$ cat src/rtl/aes_pkg.sv
// Shared definitions for the AES round-constant sequencer: key-size encodings,
// FSM states, per-key-size rcon step counts and the GF(2^8) reduction constant.
package aes_pkg;

    typedef enum logic [1:0] {
        KL_128  = 2'd0,
        KL_192  = 2'd1,
        KL_256  = 2'd2,
        KL_RSVD = 2'd3
    } aes_keylen_e;

    typedef enum logic [1:0] {
        S_IDLE = 2'd0,
        S_RUN  = 2'd1,
        S_DONE = 2'd2
    } aes_state_e;

    localparam logic [3:0] N_STEPS_128 = 4'd10;
    localparam logic [3:0] N_STEPS_192 = 4'd8;
    localparam logic [3:0] N_STEPS_256 = 4'd7;

    localparam logic [7:0] XTIME_POLY = 8'h1b;
    localparam logic [7:0] RCON_INIT  = 8'h01;

    // The reserved encoding runs as AES-128.
    function automatic aes_keylen_e norm_keylen(input logic [1:0] kl);
        return (kl == 2'd3) ? KL_128 : aes_keylen_e'(kl);
    endfunction

    function automatic logic [3:0] rcon_steps(input aes_keylen_e kl);
        case (kl)
            KL_192:  return N_STEPS_192;
            KL_256:  return N_STEPS_256;
            default: return N_STEPS_128;
        endcase
    endfunction

endpackage

$ cat src/rtl/aes_xtime.sv
// Combinational GF(2^8) multiply-by-2 (xtime) over the AES polynomial.
module aes_xtime
    import aes_pkg::*;
(
    input  logic [7:0] a,
    output logic [7:0] y
);

    assign y = {a[6:0], 1'b0} ^ (a[7] ? XTIME_POLY : 8'h00);

endmodule

$ cat src/rtl/aes_rcon_seq.sv
// AES key-schedule round-constant sequencer for AES-128/192/256.
// Optional sticky error flag enabled by defining AES_RCON_ERR_EN.
//
// state  | meaning
// -------+-----------------------------------------------------------
// IDLE   | after reset, no schedule loaded, outputs quiet
// RUN    | schedule active, rcon/sub_only presented until step
// DONE   | schedule finished, rnd holds final count until next kld
module aes_rcon_seq
    import aes_pkg::*;
#(
    parameter int OUT_W = 32
) (
    input  logic             clk,
    input  logic             rst,
    input  logic             kld,
    input  logic [1:0]       keylen,
    input  logic             step,
    output logic [OUT_W-1:0] rcon,
    output logic             rcon_valid,
    output logic             sub_only,
    output logic [3:0]       rnd,
    output logic             last,
    output logic             done,
    output logic             err
);

    aes_state_e  state_q, state_d;
    aes_keylen_e kl_q;
    logic [7:0]  rcon_q;
    logic [7:0]  rcon_nxt;
    logic [7:0]  rcon_byte;
    logic [3:0]  rnd_q;
    logic        phase_q;
    logic        is_256;
    logic        last_int;
    logic        run_step;

    aes_xtime u_xtime (
        .a (rcon_q),
        .y (rcon_nxt)
    );

    assign is_256   = (kl_q == KL_256);
    assign last_int = (state_q == S_RUN) && !phase_q
                      && (rnd_q == rcon_steps(kl_q) - 4'd1);
    assign run_step = (state_q == S_RUN) && step && !kld;

    always_ff @(posedge clk) begin
        if (rst) begin
            state_q <= S_IDLE;
        end else begin
            state_q <= state_d;
        end
    end

    always_comb begin
        state_d = state_q;
        if (kld) begin
            state_d = S_RUN;
        end else if (run_step && last_int) begin
            state_d = S_DONE;
        end
    end

    // AES-256 interleaves a SubWord-only step after every rcon step:
    // leaving phase 0 bumps rnd, leaving phase 1 advances rcon.
    always_ff @(posedge clk) begin
        if (rst) begin
            rcon_q  <= RCON_INIT;
            rnd_q   <= 4'd0;
            phase_q <= 1'b0;
            kl_q    <= KL_128;
        end else if (kld) begin
            rcon_q  <= RCON_INIT;
            rnd_q   <= 4'd0;
            phase_q <= 1'b0;
            kl_q    <= norm_keylen(keylen);
        end else if (run_step) begin
            if (is_256) begin
                phase_q <= !phase_q;
                if (!phase_q) begin
                    rnd_q <= rnd_q + 4'd1;
                end else begin
                    rcon_q <= rcon_nxt;
                end
            end else begin
                rcon_q <= rcon_nxt;
                rnd_q  <= rnd_q + 4'd1;
            end
        end
    end

    always_comb begin
        rcon_valid = 1'b0;
        sub_only   = 1'b0;
        last       = 1'b0;
        done       = 1'b0;
        rcon_byte  = 8'h00;
        case (state_q)
            S_RUN: begin
                rcon_valid = 1'b1;
                sub_only   = is_256 && phase_q;
                last       = last_int;
                rcon_byte  = (is_256 && phase_q) ? 8'h00 : rcon_q;
            end
            S_DONE: begin
                done = 1'b1;
            end
            default: begin
            end
        endcase
    end

    assign rcon = OUT_W'(rcon_byte) << (OUT_W - 8);
    assign rnd  = rnd_q;

`ifdef AES_RCON_ERR_EN
    logic err_q;

    always_ff @(posedge clk) begin
        if (rst) begin
            err_q <= 1'b0;
        end else if (kld) begin
            err_q <= (keylen == 2'd3);
        end else if (step && (state_q != S_RUN)) begin
            err_q <= 1'b1;
        end
    end

    assign err = err_q;
`else
    assign err = 1'b0;
`endif

endmodule

$ cat config.mk
export PLATFORM = sky130hd
export DESIGN_NAME = aes_rcon_seq
export DESIGN_NICKNAME = d
export VERILOG_FILES = /design/src/rtl/aes_pkg.sv /design/src/rtl/aes_xtime.sv /design/src/rtl/aes_rcon_seq.sv
export SDC_FILE = /design/constraint.sdc
export NUM_CORES = 1
export LEC_CHECK = 0
export BUFFER_PORTS_ARGS = -buffer_cell sky130_fd_sc_hd__buf_2
export CORE_UTILIZATION = 51
export DETAILED_ROUTE_END_ITERATION = 8
export GPL_TIMING_DRIVEN = 0
export PLACE_DENSITY = 0.91
export SLEW_MARGIN = 20
export SYNTH_ARGS = -nofsm -noshare
export SYNTH_HDL_FRONTEND = slang
export SYNTH_SLANG_ARGS = --single-unit
$ cat constraint.sdc
create_clock -name clk -period 3.9 [get_ports clk]
set_clock_uncertainty 0.05 [all_clocks]
set_input_delay 0.78 -clock clk [delete_from_list [all_inputs] [get_ports clk]]
set_output_delay 0.78 -clock clk [all_outputs]
set_load 0.01 [all_outputs]
==> flow_metrics.tcl <==
set metrics [dict create \
    critPathCaptureType "output port" \
    slowest_stage "nor4_4" \
    rsz0062_at_grt "false" \
    cp.depth 5 \
    final_max_slew_viol_count 0 \
    htreeDepth 1 \
    globalplace.congestion 0.829 \
    final_cells 206 \
    dp_slack_ns 1.65 \
    p_seq_frac 0.532 \
    grt_use_total 0.196 \
    fmax_mhz 386 \
    met1_usage 0.185 \
    clockBufferDepth 2 \
    p_total_uw 336 \
    routed_wl_mm 2.23 \
    switchingPower_uw 92.5 \
    busiest_layer "met2" \
    post-route-min-period_ns 2.59 \
    drive_gt1_frac 0.330 \
    critPathCapture "last" \
    antenna_found_initial 0 \
    power_frac_comb 0.183 \
    remaining_drc_errors 0 \
    status "finished clean" \
    antenna_cells 0 \
    p_per_area_nw_per_um2 244 \
    hold_buffers 0 \
    initial_core_util 0.556 \
    nFillCells 163 \
    port_buffers 20 \
    setup_viol 0 \
    synth_top_area_cell "dfxtp_1" \
    cts_resized 0 \
    timing.rr.end "rnd[3]" \
    grt_max_degree 11 \
    ff2ff_setup_slack_ns 2.21 \
    grt-ovfl-total 0 \
    yosysWarningCount 0 \
    cp_cell_sequence "inv_1 -> ha_1 -> o22a_1 -> nor4_4 -> buf_2" \
    synth-edff-count 0 \
    vias_per_cell 4.99 \
    yosysTopAreaCellShare 0.303 \
    grt_first_pass_wirelength_mm 3.78 \
    maxCapViolCount 0 \
    placed_cells 202 \
    synth_ff_type "dfxtp_1" \
    crit_path_start_kind "flip-flop" \
    cts-root-buf "clkbuf_4" \
    hold_slack_ns 0.447 \
    wl_per_cell_um 10.8 \
    first_global_vias 946 \
    synth_cell_type_count 36 \
    synth-async-reset-ratio 0 \
    die-width_um 49.0 \
    setup_slack_ns 1.31 \
    clkPwrFrac 0.285 \
    clkSinkCount 17 \
    crit_path_max_incr_delay_ns 0.36 \
    synth_area_leaders "dfxtp_1, buf_4, a21oi_1" \
    synth_seq_area_share 0.303 \
    io_pins 47 \
    synthCells 131 \
    critPathArrivalTime_ns 1.76 \
    finalHoldViolCount 0 \
    coreArea_um2 2020 \
    cts_made_buffers 3 \
    p_leak_uw 0.000664 \
    cp_max_fo 3 \
    synthesis.area_um2 1120 \
    tns_ns 0 \
    cts_tree "built" \
    rows 16 \
    hp-class "reg -> reg" \
    crit_start "kl_q[0]" \
    grtUsageMet3 0.0343 \
    worst_ep_required_time_ns 3.07 \
    synth-seq-cells 17 \
    clock_latency_ns 0.29 \
    critical_path_class "reg -> out" \
    dieArea_um2 2400 \
    drtPass1Iterations 4 \
    ir_drop_uv 165 \
    hpwl_mm 1.73 \
    postCtsSetupRepairBufs 0 \
    reg2reg_depth 6 \
    p_int_uw 243 \
    vias 1027 \
    postRouteAntennaNets 0 \
    syn_to_final_growth_pct 22.4 \
    critPathTopFamily "simple AND/OR/NAND/NOR gates" \
    synth_area_per_cell_um2 8.59 \
    clkSlewWorstSetupHoldPaths_ns 0.11 \
    nets 189 \
    cp_num_buf_inv 2 \
    grtUsageMet2 0.396 \
    die_h_um 49.0 \
    period_share 0.664 \
    p_sw_frac 0.276 \
    drt_iter0_drc 15 \
    regToRegStartpoint "kl_q[0]" \
]
sequential cells by signal, summed over array words and instances, names as in the netlist:
| register | count |
|---|---|
| kl_q | 2 |
| phase_q | 1 |
| state_q | 2 |
| rnd | 4 |
| rcon_q | 8 |
metal layers:
metal	vias to the layer above	share of wire
met5	-	0
met4	0	0.014
met3	6	0.058
met2	39	0.52
met1	477	0.41
li1	505	-
cell usage after synthesis (2+ instances only):
cell,count
a311oi_1,3
dfxtp_1,17
xnor2_1,4
ha_1,3
and3_1,8
buf_6,2
clkbuf_1,3
or3_1,2
o21ai_0,8
nand3_1,8
or4_1,2
nand2_1,2
inv_1,3
buf_2,3
a21oi_1,13
buf_4,25
o31ai_1,2
nor2b_1,3
nor2_1,3
area by class of cell:
type	count	area [um^2]	area share
Tap cell	27	33.8	0.0245
Clock inverter	1	5.00	0.00364
Multi-Input combinational cell	102	627	0.455
Clock buffer	3	22.5	0.0164
Inverter	3	11.3	0.00818
Buffer	33	236	0.172
Sequential cell	17	340	0.247
Timing Repair Buffer	20	100	0.0727
per-stage QoR:
step	utilization	cell area (um^2)
floorplan	-	1210
global placement	0.667	1350
detailed placement	0.667	1350
CTS	0.681	1380
global route	0.681	1380
finish	0.681	1380
power by group through the flow:
stage                     sequential [uW]  clock (uW)  combinational [uW]
after global routing                  179         101                67.0
final                                 179        95.6                61.4
after detailed placement              183           0                59.9
after floorplan                       182           0                50.2
after global placement                182           0                58.4
after CTS                             179        98.1                60.0
layout by cell type, fill, tap and decap left out, drive strengths merged, types with 4 or more instances in the layout:
cell type | Yosys | routed
and3 | 8 | 8
xnor2 | 4 | 4
dfxtp | 17 | 17
o21ai | 8 | 8
buf | 30 | 50
a21oi | 13 | 13
conb | 1 | 25
nand3 | 8 | 8
clkbuf | 3 | 6
worst reg2reg max path: cells and delay by family, from the launching register on:
family | cells | cell delay (ns)
buffers and inverters | 2 | 0.18
AND/OR/NAND/NOR | 2 | 0.68
adder cells (fa/ha/maj) | 1 | 0.25
AO/OA/AOI/OAI | 1 | 0.15
flip-flops | 1 | 0.32
cells by family after synthesis:
group                      after synthesis  synth area share
xor gates and xnor gates                 4            0.0311
DFF                                     17             0.303
AOI/OAI and AO/OA                       31             0.165
buffers and inverters                   36             0.220
adders and majority gates                3            0.0334
other                                    1           0.00333
and+or+nand+nor                         39             0.245
worst min-delay path by stage:
stage,start,endpoint,depth (start not counted)
2_1_floorplan,rcon_q[5],rcon_q[6],2
3_3_place_gp,rcon_q[5],rcon_q[6],2
3_5_place_dp,rcon_q[4],rcon_q[5],2
4_1_cts,rcon_q[4],rcon_q[5],2
5_1_grt,rcon_q[6],rcon_q[7],2
6_report,rcon_q[4],rcon_q[5],2
No activity file was read; power rests on OpenSTA's default activity.
